===== config.mk =====
export PLATFORM = sky130hd
export DESIGN_NAME = operand2_decoder_flat
export DESIGN_NICKNAME = d
export VERILOG_FILES = /design/src/rtl/operand2_decoder_if.sv /design/src/rtl/operand2_decoder.sv /design/src/flat_wrapper.sv
export SDC_FILE = /design/constraint.sdc
export NUM_CORES = 1
export LEC_CHECK = 0
export ABC_AREA = 1
export CAP_MARGIN = 20
export CELL_PAD_IN_SITES_DETAIL_PLACEMENT = 2
export CELL_PAD_IN_SITES_GLOBAL_PLACEMENT = 2
export CORE_UTILIZATION = 29
export DETAILED_ROUTE_END_ITERATION = 10
export DONT_BUFFER_PORTS = 1
export PLACE_DENSITY_LB_ADDON = 0.1
export SLEW_MARGIN = 25
export SYNTH_ARGS = -nofsm -noshare
export SYNTH_HDL_FRONTEND = slang
export SYNTH_SLANG_ARGS = --single-unit

===== constraint.sdc =====
create_clock -name in_Clk -period 1.2 [get_ports in_Clk]
set_clock_uncertainty 0.1 [all_clocks]
set_input_delay 0.24 -clock in_Clk [delete_from_list [all_inputs] [get_ports in_Clk]]
set_output_delay 0.24 -clock in_Clk [all_outputs]
set_load 0.01 [all_outputs]

===== src/rtl/operand2_decoder_if.sv =====
// Operand-2 decoder bus: instruction handshake, register-file read port and
// shifter-operand handshake. The master modport is the decoder side.
interface operand2_decoder_if;
   localparam int unsigned DW = 32;

   logic          in_Valid;
   logic          out_Ready;
   logic [DW-1:0] in_Instr;
   logic          in_C_flag;
   logic          out_Rf_re;
   logic [3:0]    out_Rf_addr;
   logic [DW-1:0] in_Rf_data;
   logic          out_Valid;
   logic          in_Ready;
   logic [DW-1:0] out_Reg_val;
   logic [DW-1:0] out_Imm_val;
   logic [4:0]    out_Shift_val;
   logic [3:0]    out_Rotate;
   logic [1:0]    out_Shift_type;
   logic          out_C_flag;
   logic          out_Is_imm;
   logic          out_Shift_big;
   logic          out_Undef;

   modport master (
      input  in_Valid, in_Instr, in_C_flag, in_Rf_data, in_Ready,
      output out_Ready, out_Rf_re, out_Rf_addr, out_Valid, out_Reg_val,
             out_Imm_val, out_Shift_val, out_Rotate, out_Shift_type,
             out_C_flag, out_Is_imm, out_Shift_big, out_Undef
   );

   modport slave (
      output in_Valid, in_Instr, in_C_flag, in_Rf_data, in_Ready,
      input  out_Ready, out_Rf_re, out_Rf_addr, out_Valid, out_Reg_val,
             out_Imm_val, out_Shift_val, out_Rotate, out_Shift_type,
             out_C_flag, out_Is_imm, out_Shift_big, out_Undef
   );
endinterface


===== src/rtl/operand2_decoder.sv =====
// Decodes the shifter operand of an ARM data-processing instruction, fetching
// Rm (and Rs for register-specified shifts) from the register file.
// Optional feature macro: REG_SHIFT_EN builds the register-shift (Rs) path;
// without it such encodings are flagged through out_Undef.
module operand2_decoder (
   input  logic               in_Clk,
   input  logic               in_Rst_n,
   operand2_decoder_if.master bus
);
   localparam int unsigned DW = 32;

   typedef enum logic [2:0] {IDLE, RD_RS, RD_RM, CAP, OUT} state_t;

   state_t        r_state, w_state_nxt;
   logic          r_ready, w_ready;
   logic          r_rf_re, w_rf_re;
   logic [3:0]    r_rf_addr, w_rf_addr;
   logic          r_valid, w_valid;
   logic [DW-1:0] r_reg_val, w_reg_val;
   logic [DW-1:0] r_imm_val, w_imm_val;
   logic [4:0]    r_shift_val, w_shift_val;
   logic [3:0]    r_rotate, w_rotate;
   logic [1:0]    r_shift_type, w_shift_type;
   logic          r_c_flag, w_c_flag;
   logic          r_is_imm, w_is_imm;
   logic          r_shift_big, w_shift_big;
   logic          r_undef, w_undef;
`ifdef REG_SHIFT_EN
   logic [3:0]    r_rm, w_rm;
   logic          r_rs_mode, w_rs_mode;
`endif

   // Condition / opcode / Rn / Rd fields are not part of operand 2.
   logic w_unused;
   assign w_unused = ^{bus.in_Instr[31:26], bus.in_Instr[24:12]};

   // Next state and next registered outputs; data holds unless updated.
   always_comb begin
      w_state_nxt  = r_state;
      w_rf_re      = 1'b0;
      w_rf_addr    = r_rf_addr;
      w_reg_val    = r_reg_val;
      w_imm_val    = r_imm_val;
      w_shift_val  = r_shift_val;
      w_rotate     = r_rotate;
      w_shift_type = r_shift_type;
      w_c_flag     = r_c_flag;
      w_is_imm     = r_is_imm;
      w_shift_big  = r_shift_big;
      w_undef      = r_undef;
`ifdef REG_SHIFT_EN
      w_rm         = r_rm;
      w_rs_mode    = r_rs_mode;
`endif
      case (r_state)
         IDLE: begin
            if (bus.in_Valid) begin
               w_reg_val    = '0;
               w_imm_val    = '0;
               w_shift_val  = '0;
               w_rotate     = '0;
               w_shift_type = '0;
               w_is_imm     = 1'b0;
               w_shift_big  = 1'b0;
               w_undef      = 1'b0;
               w_c_flag     = bus.in_C_flag;
`ifdef REG_SHIFT_EN
               w_rs_mode    = 1'b0;
`endif
               if (bus.in_Instr[25]) begin
                  w_is_imm    = 1'b1;
                  w_imm_val   = DW'(bus.in_Instr[7:0]);
                  w_rotate    = bus.in_Instr[11:8];
                  w_state_nxt = OUT;
               end else if (!bus.in_Instr[4]) begin
                  w_shift_val  = bus.in_Instr[11:7];
                  w_shift_type = bus.in_Instr[6:5];
                  w_rf_re      = 1'b1;
                  w_rf_addr    = bus.in_Instr[3:0];
                  w_state_nxt  = RD_RM;
               end else begin
`ifdef REG_SHIFT_EN
                  w_shift_type = bus.in_Instr[6:5];
                  w_rm         = bus.in_Instr[3:0];
                  w_rs_mode    = 1'b1;
                  w_rf_re      = 1'b1;
                  w_rf_addr    = bus.in_Instr[11:8];
                  w_state_nxt  = RD_RS;
`else
                  w_undef      = 1'b1;
                  w_state_nxt  = OUT;
`endif
               end
            end
         end
`ifdef REG_SHIFT_EN
         RD_RS: begin
            w_rf_re     = 1'b1;
            w_rf_addr   = r_rm;
            w_state_nxt = RD_RM;
         end
`endif
         RD_RM: begin
`ifdef REG_SHIFT_EN
            // Rs arrives while Rm is being read; a zero amount is the identity LSL #0.
            if (r_rs_mode) begin
               if (bus.in_Rf_data[7:0] == 8'd0) begin
                  w_shift_type = 2'b00;
                  w_shift_val  = '0;
                  w_shift_big  = 1'b0;
               end else begin
                  w_shift_val  = bus.in_Rf_data[4:0];
                  w_shift_big  = |bus.in_Rf_data[7:5];
               end
            end
`endif
            w_state_nxt = CAP;
         end
         CAP: begin
            w_reg_val   = bus.in_Rf_data;
            w_state_nxt = OUT;
         end
         OUT: begin
            if (bus.in_Ready) w_state_nxt = IDLE;
         end
         default: w_state_nxt = IDLE;
      endcase
      w_ready = (w_state_nxt == IDLE);
      w_valid = (w_state_nxt == OUT);
   end

   // State register and registered outputs with synchronous reset.
   always_ff @(posedge in_Clk) begin
      if (!in_Rst_n) begin
         r_state      <= IDLE;
         r_ready      <= 1'b1;
         r_rf_re      <= 1'b0;
         r_rf_addr    <= '0;
         r_valid      <= 1'b0;
         r_reg_val    <= '0;
         r_imm_val    <= '0;
         r_shift_val  <= '0;
         r_rotate     <= '0;
         r_shift_type <= '0;
         r_c_flag     <= 1'b0;
         r_is_imm     <= 1'b0;
         r_shift_big  <= 1'b0;
         r_undef      <= 1'b0;
`ifdef REG_SHIFT_EN
         r_rm         <= '0;
         r_rs_mode    <= 1'b0;
`endif
      end else begin
         r_state      <= w_state_nxt;
         r_ready      <= w_ready;
         r_rf_re      <= w_rf_re;
         r_rf_addr    <= w_rf_addr;
         r_valid      <= w_valid;
         r_reg_val    <= w_reg_val;
         r_imm_val    <= w_imm_val;
         r_shift_val  <= w_shift_val;
         r_rotate     <= w_rotate;
         r_shift_type <= w_shift_type;
         r_c_flag     <= w_c_flag;
         r_is_imm     <= w_is_imm;
         r_shift_big  <= w_shift_big;
         r_undef      <= w_undef;
`ifdef REG_SHIFT_EN
         r_rm         <= w_rm;
         r_rs_mode    <= w_rs_mode;
`endif
      end
   end

   assign bus.out_Ready      = r_ready;
   assign bus.out_Rf_re      = r_rf_re;
   assign bus.out_Rf_addr    = r_rf_addr;
   assign bus.out_Valid      = r_valid;
   assign bus.out_Reg_val    = r_reg_val;
   assign bus.out_Imm_val    = r_imm_val;
   assign bus.out_Shift_val  = r_shift_val;
   assign bus.out_Rotate     = r_rotate;
   assign bus.out_Shift_type = r_shift_type;
   assign bus.out_C_flag     = r_c_flag;
   assign bus.out_Is_imm     = r_is_imm;
   assign bus.out_Shift_big  = r_shift_big;
   assign bus.out_Undef      = r_undef;
endmodule


===== src/flat_wrapper.sv =====
// flat-port wrapper written by rule: the top's interface ports become plain ports
module operand2_decoder_flat 
  (in_Clk, in_Rst_n, bus_in_Valid, bus_in_Instr, bus_in_C_flag, bus_in_Rf_data, bus_in_Ready, bus_out_Ready, bus_out_Rf_re, bus_out_Rf_addr, bus_out_Valid, bus_out_Reg_val, bus_out_Imm_val, bus_out_Shift_val, bus_out_Rotate, bus_out_Shift_type, bus_out_C_flag, bus_out_Is_imm, bus_out_Shift_big, bus_out_Undef);
  operand2_decoder_if bus_i ();
  input  logic in_Clk;
  input  logic in_Rst_n;
  input wire logic [$bits(bus_i.in_Valid)-1:0] bus_in_Valid;
  input wire logic [$bits(bus_i.in_Instr)-1:0] bus_in_Instr;
  input wire logic [$bits(bus_i.in_C_flag)-1:0] bus_in_C_flag;
  input wire logic [$bits(bus_i.in_Rf_data)-1:0] bus_in_Rf_data;
  input wire logic [$bits(bus_i.in_Ready)-1:0] bus_in_Ready;
  output wire logic [$bits(bus_i.out_Ready)-1:0] bus_out_Ready;
  output wire logic [$bits(bus_i.out_Rf_re)-1:0] bus_out_Rf_re;
  output wire logic [$bits(bus_i.out_Rf_addr)-1:0] bus_out_Rf_addr;
  output wire logic [$bits(bus_i.out_Valid)-1:0] bus_out_Valid;
  output wire logic [$bits(bus_i.out_Reg_val)-1:0] bus_out_Reg_val;
  output wire logic [$bits(bus_i.out_Imm_val)-1:0] bus_out_Imm_val;
  output wire logic [$bits(bus_i.out_Shift_val)-1:0] bus_out_Shift_val;
  output wire logic [$bits(bus_i.out_Rotate)-1:0] bus_out_Rotate;
  output wire logic [$bits(bus_i.out_Shift_type)-1:0] bus_out_Shift_type;
  output wire logic [$bits(bus_i.out_C_flag)-1:0] bus_out_C_flag;
  output wire logic [$bits(bus_i.out_Is_imm)-1:0] bus_out_Is_imm;
  output wire logic [$bits(bus_i.out_Shift_big)-1:0] bus_out_Shift_big;
  output wire logic [$bits(bus_i.out_Undef)-1:0] bus_out_Undef;
  assign bus_i.in_Valid = bus_in_Valid;
  assign bus_i.in_Instr = bus_in_Instr;
  assign bus_i.in_C_flag = bus_in_C_flag;
  assign bus_i.in_Rf_data = bus_in_Rf_data;
  assign bus_i.in_Ready = bus_in_Ready;
  assign bus_out_Ready = bus_i.out_Ready;
  assign bus_out_Rf_re = bus_i.out_Rf_re;
  assign bus_out_Rf_addr = bus_i.out_Rf_addr;
  assign bus_out_Valid = bus_i.out_Valid;
  assign bus_out_Reg_val = bus_i.out_Reg_val;
  assign bus_out_Imm_val = bus_i.out_Imm_val;
  assign bus_out_Shift_val = bus_i.out_Shift_val;
  assign bus_out_Rotate = bus_i.out_Rotate;
  assign bus_out_Shift_type = bus_i.out_Shift_type;
  assign bus_out_C_flag = bus_i.out_C_flag;
  assign bus_out_Is_imm = bus_i.out_Is_imm;
  assign bus_out_Shift_big = bus_i.out_Shift_big;
  assign bus_out_Undef = bus_i.out_Undef;
  operand2_decoder u_core (.in_Clk(in_Clk), .in_Rst_n(in_Rst_n), .bus(bus_i));
endmodule

# Yosys cells after proc, flatten, opt, wreduce, memory -nomap -nowiden
# Cells that the tools add are included.
dict set report op_classes {
  n_eq_ne 5
  n_mux 17
  bitwise_logic 5
  n_reduce_logical 7
}
# op n
set op_table {}
lappend op_table {{$pmux W32 S2} 1}
lappend op_table {{$mux W32} 1}
lappend op_table {{$mux W3} 4}
lappend op_table {{$pmux W3 S4} 1}
lappend op_table {{$mux W5} 2}
lappend op_table {{$mux W8} 1}
lappend op_table {{$eq A3 B2 Y1 const B} 2}
lappend op_table {{$eq A3 B3 Y1 const B} 2}
lappend op_table {{$logic_not A3 Y1} 2}
lappend op_table {{$not A1 Y1} 5}
lappend op_table {{$mux W1} 4}
lappend op_table {{$mux W2} 2}
lappend op_table {{$mux W4} 1}
lappend op_table {{$reduce_and A2 Y1} 2}
lappend op_table {{$reduce_and A4 Y1} 1}
lappend op_table {{$reduce_or A4 Y1} 1}
lappend op_table {{$ne A2 B2 Y1 const B} 1}
lappend op_table {{$reduce_bool A2 Y1} 1}
dict set report word_totals {
  ff_bits 88
  in_bits 69
  out_inout_bits 86
  elab_cells 47
}

# Depth between registers and ports, before layout
# Gate-level depths: netlist of the first run.
dict set report logic_depth {
  depth_word 5
  mapped_depth 7
  depth_no_buf 7
}

# Least setup slack after synthesis of the first run
# Ideal clock, no wire load.
dict set report synth_timing {
  path_kind {register to register}
  start {register u_core.r_state[0]}
  end {register u_core.r_reg_val[10], in the netlist u_core.bus.out_Reg_val[10]}
  setup_time_ns 0.132
  t_arrival_ns 0.928
  required_ns 0.968
  slack_ns 0.040
  stages_incl_launch_ff 6
  path_buffers 1
  synth_period_minus_slack_ns 1.160
  path_cell_list {dfxtp_1 -> nor2_4 -> nand2_4 -> buf_2 -> nand3_1 -> a21oi_1}
}
dict set report synth_between {
  elab_chain_cells 3
  word_cells_on_any_way 6
  cone_classes {eq/ne: 2; mux: 1; reduce/logical: 3}
}
# item line_no
set synth_lines {}
lappend synth_lines {{start, declared} operand2_decoder.sv:14} ;# state_t r_state, w_state_nxt;
lappend synth_lines {{start signal, assigned} operand2_decoder.sv:154} ;# r_state <= w_state_nxt;
lappend synth_lines {{$eq A3 B2 Y1 / $logic_not A3 Y1 (equally long branches)} operand2_decoder.sv:55} ;# case (r_state)
lappend synth_lines {{$reduce_bool A2 Y1 (no line) / $ne A2 B2 Y1 (equally long branches)} -}
lappend synth_lines {{$reduce_and A2 Y1 (no line)} -}
lappend synth_lines {{end signal, assigned} operand2_decoder.sv:159} ;# r_reg_val <= w_reg_val;
lappend synth_lines {{end, declared} operand2_decoder.sv:19} ;# logic [DW-1:0] r_reg_val, w_reg_val;
# Parallel ways exist; a longest one is shown, timed or not.
# A chain may end at the register's enable or synchronous reset.

# Final worst setup path of the first run
dict set report layout_timing {
  start {register u_core.r_state[1]}
  end {register u_core.r_rotate[2], in the netlist u_core.bus.out_Rotate[2]}
}
dict set report layout_between {
  elab_chain_cells 2
}
# item line_no
set layout_lines {}
lappend layout_lines {{$logic_not A3 Y1} operand2_decoder.sv:55}
lappend layout_lines {{$reduce_and A2 Y1 (no line)} -}
lappend layout_lines {{end signal, assigned} operand2_decoder.sv:162} ;# r_rotate <= w_rotate;
lappend layout_lines {{end, declared} operand2_decoder.sv:22} ;# logic [3:0] r_rotate, w_rotate;
# No other way between the ends.

==> flow_summary.ini, run 1 <==
[outcome]
status = finished with violations
violations = negative hold slack, negative setup slack

[sta]
rsz0062_at_grt = true
setup_viol = 58
drv_slew = 0
min_period_ns = 1.288
fin_setup_tns_ns = -1.689
max_freq_mhz = 776.6
timing.hold.ws_ns = -0.1205
worst_pin_slew_ns = 0.5656
timing.final.crit_share = 1.073
hold_viol = 14
maxSlewHeadroom = 0.6230
setup_ws_ns = -0.08764

[detailed_routing]
drtAntennaViolNets = 0
drtPass1Iterations = 4
drc = 0
viasPerCell = 4.808
vias = 2380
wire_per_inst_um = 17.61
drt-initial-drc-count = 74
wirelength_um = 8718

[die]
dieArea_um2 = 9221
initial_core_util = 0.3059
die_w_um = 96.03
core_area_um2 = 8382
rows = 33
boundaryPins = 155
die_height_um = 96.03

[clock_network]
clk_pin_slew_worst_paths_ns = 0.07
cts_tree = done
numCtsBuffers = 9
insertion_delay_ns = 0.34
cts_sinks = 64
cts_hold_buf = 45
cts_root_buf = clkbuf_8
clk_path_buf_depth = 2
htreeDepth = 3

[grt]
globalRouteOverflowTotal = 0
grt_max_degree = 37
antenna_found_initial = 0
first_global_vias = 2541
grt_pass1_wl_um = 12830
grt_usage = 0.1866

[logic_synthesis]
syn_area_per_cell_um2 = 7.962
ys_top_cells_by_area = dfxtp_1 50%, nand2_1 11%, a21oi_1 8.8%
synth_seq_area_share = 0.4998
ys.flop_type = dfxtp_1
synthCells = 322
synthMuxAreaShare = 0
ys_seq_elements = 64
yosys.area_share.xor_xnor = 0
synth_edf_count = 0
synth_common_cells = 74 x nand2_1, 64 x dfxtp_1, 45 x a21oi_1
yosysWarnings = 0
synth_top_area_frac = 0.4998
synth_fa_ha_area_frac = 0
synth-compound-area-share = 0.09370
synth_top_family_by_area = simple AND/OR/NAND/NOR gates
yosys.area_share.simple = 0.2757
ys_types = 19
synth_largest_area_cell = dfxtp_1
syn_area_um2 = 2564
yosysMostFrequentCell = nand2_1
synthArstFlopShare = 0

[finish]
fin_nets = 455
seq_area_um2 = 1285
fill_cells = 937
num_antenna_cells = 0
final_util = 0.4214
drive_above_1_share = 0.1590
area_growth_pct = 37.77
fin_cells = 495
multi_input_area_um2 = 1080

[power]
p_per_area_nw_per_um2 = 1330
peakVddDrop_mv = 0.4550
p_leak_nw = 1.404
design_power_total_mw = 4.697

[critical_path]
crit_end = u_core.bus.out_Rotate[2]
cp.arrival_ns = 1.45
end_kind = register
crit_type = reg2reg
r2r_slack_ns = -0.09
worst-path-max-fanout = 4
r2r_start = u_core.r_state[1]
r2r_end = u_core.bus.out_Rotate[2]
required_ns = 1.36
crit_start = u_core.r_state[1]
cp-start-kind = register
rr_worst_depth = 6

[hold_path]
hold_path.class = in2reg

[job]
cap_violations = 0

[place]
dp_slack_ns = -0.1523
hpwlAfterDp_um = 5366
port_buffers = 0
gp_congestion = 0.7098
placedCellCount = 424
[placed cells by master (no fill, tap or decap)]
master	synthesis	final
nand2_1	74	74
dfxtp_1	64	61
dlygate4sd3_1	0	44
a21oi_1	45	42
nand3_1	39	39
conb_1	1	25
nor2_1	21	19
nand4_1	12	12
buf_4	29	12
clkbuf_8	0	10
buf_12	0	7
inv_1	6	6
buf_6	0	6
inv_2	5	4
nor2_4	3	3
a21oi_2	0	3
clkinv_2	0	3
dfxtp_2	0	3
nand3_4	1	2
o21ai_0	3	2
nor2_2	0	2
clkbuf_16	0	2
nand2_8	0	1
inv_4	0	1
o21ai_1	0	1
nand3b_1	1	1
bufinv_16	0	1
clkbuf_1	5	1
nand2_2	0	1
buf_2	10	1
dlymetal6s4s_1	0	1
[final cells by class]
type	instances	share of cell area
Sequential cell	64	0.3638
Clock inverter	4	0.01275
Timing Repair Buffer	73	0.2281
Tap cell	105	0.03719
Multi-Input combinational cell	227	0.3057
Inverter	11	0.01240
Clock buffer	11	0.04003
[state kept, by name, indices dropped and copies added (netlist names)]
signal / cells
u_core.bus.out_Rf_re: 1
u_core.bus.out_Valid: 1
u_core.bus.out_Ready: 1
u_core.bus.out_Undef: 1
u_core.bus.out_Imm_val: 8
u_core.bus.out_Shift_val: 5
u_core.r_state: 3
u_core.bus.out_Reg_val: 32
u_core.bus.out_Is_imm: 1
u_core.bus.out_Rf_addr: 4
u_core.bus.out_C_flag: 1
u_core.bus.out_Shift_type: 2
u_core.bus.out_Rotate: 4
[through the flow]
| step | hold slack (ns) | instance area (µm²) |
|---|---|---|
| 2_1_floorplan | 0.2431 | 2654 |
| 3_3_place_gp | 0.2177 | 2693 |
| 3_5_place_dp | 0.2274 | 2693 |
| 4_1_cts | -0.1350 | 3396 |
| 5_1_grt | -0.1352 | 3532 |
| 6_report | -0.1205 | 3532 |
[layer usage]
| layer | vias to the layer above | share of wire | routed length (µm) | track usage |
|---|---|---|---|---|
| met5 | - | 0 | 0 | 0 |
| met4 | 0 | 0.012 | 101 | 0.07463 |
| met3 | 9 | 0.075 | 654 | 0.05845 |
| met2 | 84 | 0.52 | 4505 | 0.3322 |
| met1 | 1153 | 0.40 | 3456 | 0.2044 |
| li1 | 1134 | - | - | - |
[where the power goes]
| group | switching, mW | leakage, nW | internal [mW] |
|---|---|---|---|
| Clock | 0.832 | 0.0989 | 0.995 |
| Combinational | 0.320 | 0.785 | 0.302 |
| Sequential | 0.0667 | 0.520 | 2.18 |
| Total | 1.22 | 1.40 | 3.48 |
[kinds of logic (layout without fill, tap and decap cells)]
group | count (synthesis) | in the layout
simple gates | 153 | 154
compound gates | 48 | 48
flops | 64 | 64
buf+inv | 56 | 99
other cells | 1 | 25
[how the worst min path moves through the flow]
stage	startpoint	to	slack [ns]	depth (start not counted)
6_report	in_Rst_n	u_core.bus.out_Ready	-0.12	1
5_1_grt	in_Rst_n	u_core.bus.out_Ready	-0.14	1
4_1_cts	in_Rst_n	u_core.bus.out_Ready	-0.14	1
3_5_place_dp	in_Rst_n	u_core.bus.out_Ready	0.23	1
3_3_place_gp	in_Rst_n	u_core.bus.out_Ready	0.22	1
2_1_floorplan	bus_in_Instr[5]	u_core.bus.out_Shift_type[0]	0.24	2
[repair_timing]
item | 4_1_cts | 5_1_grt
gates cloned | 2 | 2
setup endpoints to repair | 57 | 61
pin swaps | 0 | 5
endpoints found under the hold margin | 59 | 14
buffers inserted | 4 | 3
resized for setup | 8 | 11
[critical path, stage by stage (launching register included)]
cell and delay [ns]:
dfxtp_2 0.35, nor2_4 0.14, buf_4 0.13, buf_6 0.10
buf_4 0.12, nand4_1 0.09, a21oi_1 0.19
No activity file was read; power rests on OpenSTA's default activity.
==> inputs of run 2 (changes only) <==
--- a/config.mk
+++ b/config.mk
@@ -11,2 +11,3 @@
 export CELL_PAD_IN_SITES_GLOBAL_PLACEMENT = 2
+export CORE_MARGIN = 2
 export CORE_UTILIZATION = 29
--- a/constraint.sdc
+++ b/constraint.sdc
@@ -4,2 +4,2 @@
 set_output_delay 0.24 -clock in_Clk [all_outputs]
-set_load 0.01 [all_outputs]
+set_load 0.02 [all_outputs]
==> run 2 against run 1 <==
The flow still finishes with violations (negative hold slack, negative setup slack). Worst hold slack lost 0.0050 ns. Register-to-register slack lost 0.02 ns. Via count grew 0.46%. Utilization shrank 1.3 points. Highest routed layer unchanged.
==> flow_summary.ini, run 2 (synthesis gave the netlist of run 1 again) <==
[detailed_routing]
wire_per_inst_um = 17.18
routedLengthMet1_um = 3475
drt-initial-drc-count = 52
drtPass1Iterations = 4
wirelength_um = 8575
drc = 0
met2_length_um = 4311
top_layer = met4
met3WireLength_um = 667
drtAntennaViolNets = 0
vias = 2391
viasPerCell = 4.792

[critical_path]
cp-start-kind = register
worst-path-max-fanout = 7
cp.arrival_ns = 1.48
required_ns = 1.37
crit_type = reg2reg
crit_chain = nor2_4 -> buf_4 -> buf_6 -> buf_6 -> nand4_1 -> a21oi_1
end_kind = register
rr_worst_depth = 6
critPathMaxStageDelay_ns = 0.34
critPathSlowestCell = dfxtp_2
crit_top_cell = buf_6

[clock_network]
clk_pin_slew_worst_paths_ns = 0.07
clk_path_buf_depth = 2
numCtsBuffers = 9
cts_sinks = 64
cts_hold_buf = 45
insertion_delay_ns = 0.34
cts_tree = done
htreeDepth = 3
cts_root_buf = clkbuf_8

[finish]
largest_reg_flops = 32
final_cell_area_um2 = 3528
seq_area_um2 = 1285
fin_nets = 456
num_antenna_cells = 0
area_growth_pct = 37.63
drive_above_1_share = 0.1637
fill_cells = 989
final_cell_mix = 74 x nand2_1, 61 x dfxtp_1, 44 x dlygate4sd3_1, 41 x a21oi_1, 39 x nand3_1
layout_commonest_cell = nand2_1
multi_input_area_um2 = 1061

[sta]
worst_pin_slew_ns = 0.5232
timing.hold.ws_ns = -0.1255
min_period_ns = 1.307
timing.final.crit_share = 1.089
drv_slew = 0
fin_setup_tns_ns = -3.921
max_freq_mhz = 764.9
maxSlewHeadroom = 0.6512
setup_viol = 61
rsz0062_at_grt = true
setup_ws_ns = -0.1073
hold_viol = 14

[grt]
grt_pass1_wl_um = 13600
first_global_vias = 2569
antenna_found_initial = 0
globalRouteOverflowTotal = 0
grt_max_degree = 32
grt_usage = 0.1795

[hold_path]
whs_path_depth = 1
hold_path.class = in2reg

[place]
gp_congestion = 0.7352
placed_area_um2 = 2701
hpwlAfterDp_um = 5196
port_buffers = 0

[job]
cap_violations = 0

[outcome]
violations = negative hold slack, negative setup slack
status = finished with violations

[die]
die_height_um = 98.03
boundaryPins = 155
rows = 34
core_area_um2 = 8636
die_w_um = 98.03
dieArea_um2 = 9609
initial_core_util = 0.2969

[power]
peakVddDrop_mv = 0.4336
p_per_area_nw_per_um2 = 1308
p_leak_nw = 1.405
[run 2: changes by cell type in the layout (fill, tap and decap cells not counted), sizes merged]
cell / change
bufbuf: +1
clkinv: -1
nand2: -1
buf: +2
bufinv: -1
clkinvlp: +1
[run 2: final cells by class]
cell class	count	share of cell area
timing repair buffer	75	0.2355
tap	108	0.03830
inverter	11	0.01241
multi-input combinational	226	0.3007
clock inverter	3	0.004965
clock buffer	12	0.04397
sequential	64	0.3642
[run 2: repair_timing]
item / CTS / global route
hold endpoints to repair: 59 / 14
setup endpoints to repair: 60 / 62
cloned: 1 / 1
gates resized for setup: 10 / 9
pin swaps: 3 / 6
setup buffers: 9 / 2
[run 2: through the flow]
stage	utilization	total power, mW	std cells	setup slack (ns)
after floorplan	-	2.660	346	0.03916
after global placement	0.3128	2.731	426	-0.09232
after detailed placement	0.3128	2.741	426	-0.1247
after CTS	0.4005	4.681	496	-0.1039
after global routing	0.4086	4.843	499	-0.1897
final	0.4086	4.615	499	-0.1073
[run 2: path summary, 6_finish.rpt]
check / slack, ns / from / end
setup / recovery: -0.11 / u_core.r_state[0] / u_core.bus.out_Rotate[3]
hold reg to reg: 0.43 / u_core.r_state[1] / u_core.r_state[0]
hold / removal: -0.13 / in_Rst_n / u_core.bus.out_Ready
setup reg to reg: -0.11 / u_core.r_state[0] / u_core.bus.out_Rotate[3]
[run 2: where the power goes]
| group | switching (mW) | internal (mW) |
|---|---|---|
| Combinational | 0.338 | 0.312 |
| Clock | 0.837 | 0.845 |
| Sequential | 0.101 | 2.18 |
| Total | 1.28 | 3.34 |
[run 2: layer usage]
layer	up-vias	global-route usage
met5	-	0
met4	0	0.07372
met3	9	0.06084
met2	84	0.3066
met1	1161	0.2054
li1	1137	-
[run 2: worst max-delay path: cells and delay by family (launching register included)]
kind	cells	cell delay [ns]
simple gates	2	0.30
compound gates	1	0.17
flops	1	0.34
buf+inv	3	0.34
==> inputs of run 3 (changes only) <==
- HOLD_SLACK_MARGIN: unset -> 0.06
==> run 3 against run 2 <==
The flow still finishes with violations (negative hold slack, negative setup slack). Design area is 18% higher. Final cell count is 1.8% higher. Routed wire length is 17% higher. Via count is 3.7% higher. Register-to-register slack worse by 0.02 ns. Sequential share of layout area is 5.0 points lower. Utilization is 7.3 points higher. Critical path type unchanged. Largest cell class is now multi-input gates. Highest routed layer unchanged.
==> flow_summary.ini, run 3 (synthesis gave the netlist of run 1 again) <==
[outcome]
status = finished with violations
violations = negative hold slack, negative setup slack

[finish]
fin_nets = 465
drive_above_1_share = 0.4150
final_util = 0.4820
area_growth_pct = 62.37
final_cell_mix = 58 x nand2_1, 46 x dfxtp_1, 43 x dlygate4sd3_1, 31 x a21oi_2, 25 x conb_1
layout_commonest_cell = nand2_1
fin_cells = 508
num_antenna_cells = 0
largest_reg_flops = 32
seq_area_um2 = 1306
fill_cells = 910
multi_input_area_um2 = 1453
final_cell_area_um2 = 4163

[detailed_routing]
drtAntennaViolNets = 0
wire_per_inst_um = 19.73
drc = 0
vias = 2479
wirelength_um = 10030
drt-initial-drc-count = 55
viasPerCell = 4.880
drtPass1Iterations = 4

[critical_path]
crit_start = u_core.r_state[1]
crit_chain = nor2_4 -> nand2_4 -> buf_12 -> clkbuf_16 -> nand3_2 -> a21oi_2
crit_type = reg2reg
cp-start-kind = register
critPathSlowestCell = dfxtp_4
r2r_start = u_core.r_state[1]
crit_buf_inv = 2
end_kind = register
required_ns = 1.32
cp_top_family = flip-flops
critPathMaxStageDelay_ns = 0.36
cp.arrival_ns = 1.45
worst-path-max-fanout = 7

[clock_network]
cts_hold_buf = 43
clk_pin_slew_worst_paths_ns = 0.07
cts_sinks = 64
htreeDepth = 3
cts_root_buf = clkbuf_8
numCtsBuffers = 9
clk_path_buf_depth = 2
insertion_delay_ns = 0.34
cts_tree = done

[die]
die_height_um = 98.03
die_w_um = 98.03
rows = 34
boundaryPins = 155
core_area_um2 = 8636
initial_core_util = 0.2969
dieArea_um2 = 9609

[job]
cap_violations = 0

[place]
gp_congestion = 0.7352
port_buffers = 0
hpwlAfterDp_um = 5196
placed_area_um2 = 2701
placedCellCount = 426

[sta]
setup_viol = 59
min_period_ns = 1.327
rsz0062_at_grt = true
timing.final.crit_share = 1.106
drv_slew = 0
setup_ws_ns = -0.1274
hold_viol = 22
timing.hold.ws_ns = -0.1295
max_freq_mhz = 753.4

[grt]
grt_usage = 0.1782
globalRouteOverflowTotal = 0
use_met3 = 0.06299
use_met2 = 0.3051
grt_max_degree = 32
antenna_found_initial = 0
grt_pass1_wl_um = 13500
met1_usage = 0.2014
first_global_vias = 2554
busiest_layer = met2

[hold_path]
min_from = in_Rst_n
hold_path.class = in2reg

[power]
peakVddDrop_mv = 0.4531
design_power_total_mw = 4.849
p_leak_nw = 1.552
p_per_area_nw_per_um2 = 1165
## run 3: cell types whose count changed in the layout (fill, tap and decap cells not counted), moves of 6 or more
| cell | delta |
|---|---|
| nand3_1 | -28 |
| a21oi_1 | -27 |
| a21oi_2 | +27 |
| nand3_2 | +19 |
| nand2_1 | -16 |
| dfxtp_1 | -15 |
| dfxtp_2 | +14 |
| nand2_2 | +12 |
| nand3_4 | +9 |
| clkbuf_16 | +6 |
## run 3: final cells by class
class | instances | area share
clock inverter | 3 | 0.004208
timing repair buffer | 84 | 0.2486
clock buffer | 12 | 0.03727
tap | 108 | 0.03246
multi-input combinational | 226 | 0.3490
inverter | 11 | 0.01473
sequential | 64 | 0.3138
## run 3: per-stage QoR
stage / worst slack [ns] / TNS [ns]
floorplan: 0.03916 / 0
global placement: -0.09232 / -3.828
detailed placement: -0.1247 / -5.490
CTS: -0.1039 / -3.774
global route: -0.1973 / -8.465
finish: -0.1274 / -4.156
## run 3: report_power, final
part | internal [mW] | total, mW | switching (mW)
clock | 0.846 | 1.71 | 0.867
combinational | 0.410 | 0.844 | 0.434
sequential | 2.18 | 2.29 | 0.109
total | 3.44 | 4.85 | 1.41
## run 3: worst paths after layout
kind | to | cells past startpoint | slack (ns)
setup / recovery | u_core.bus.out_Reg_val[24] | 6 | -0.13
hold / removal | u_core.bus.out_Ready | 1 | -0.13
setup reg to reg | u_core.bus.out_Reg_val[24] | 6 | -0.13
hold reg to reg | u_core.bus.out_Imm_val[6] | 2 | 0.43
## run 3: metal layers
layer  up-vias  wire length [µm]
met5         -                 0
met1      1217              3833
met3        11               745
met4         0               145
met2        86              5301
li1       1165                 -
## run 3: what timing repair did
action,in CTS,in global routing
hold endpoints to repair,60,28
gates resized for setup,10,128
cloned,1,9
pin swaps,3,27
setup buffers,9,6
endpoints found under the setup margin,60,62
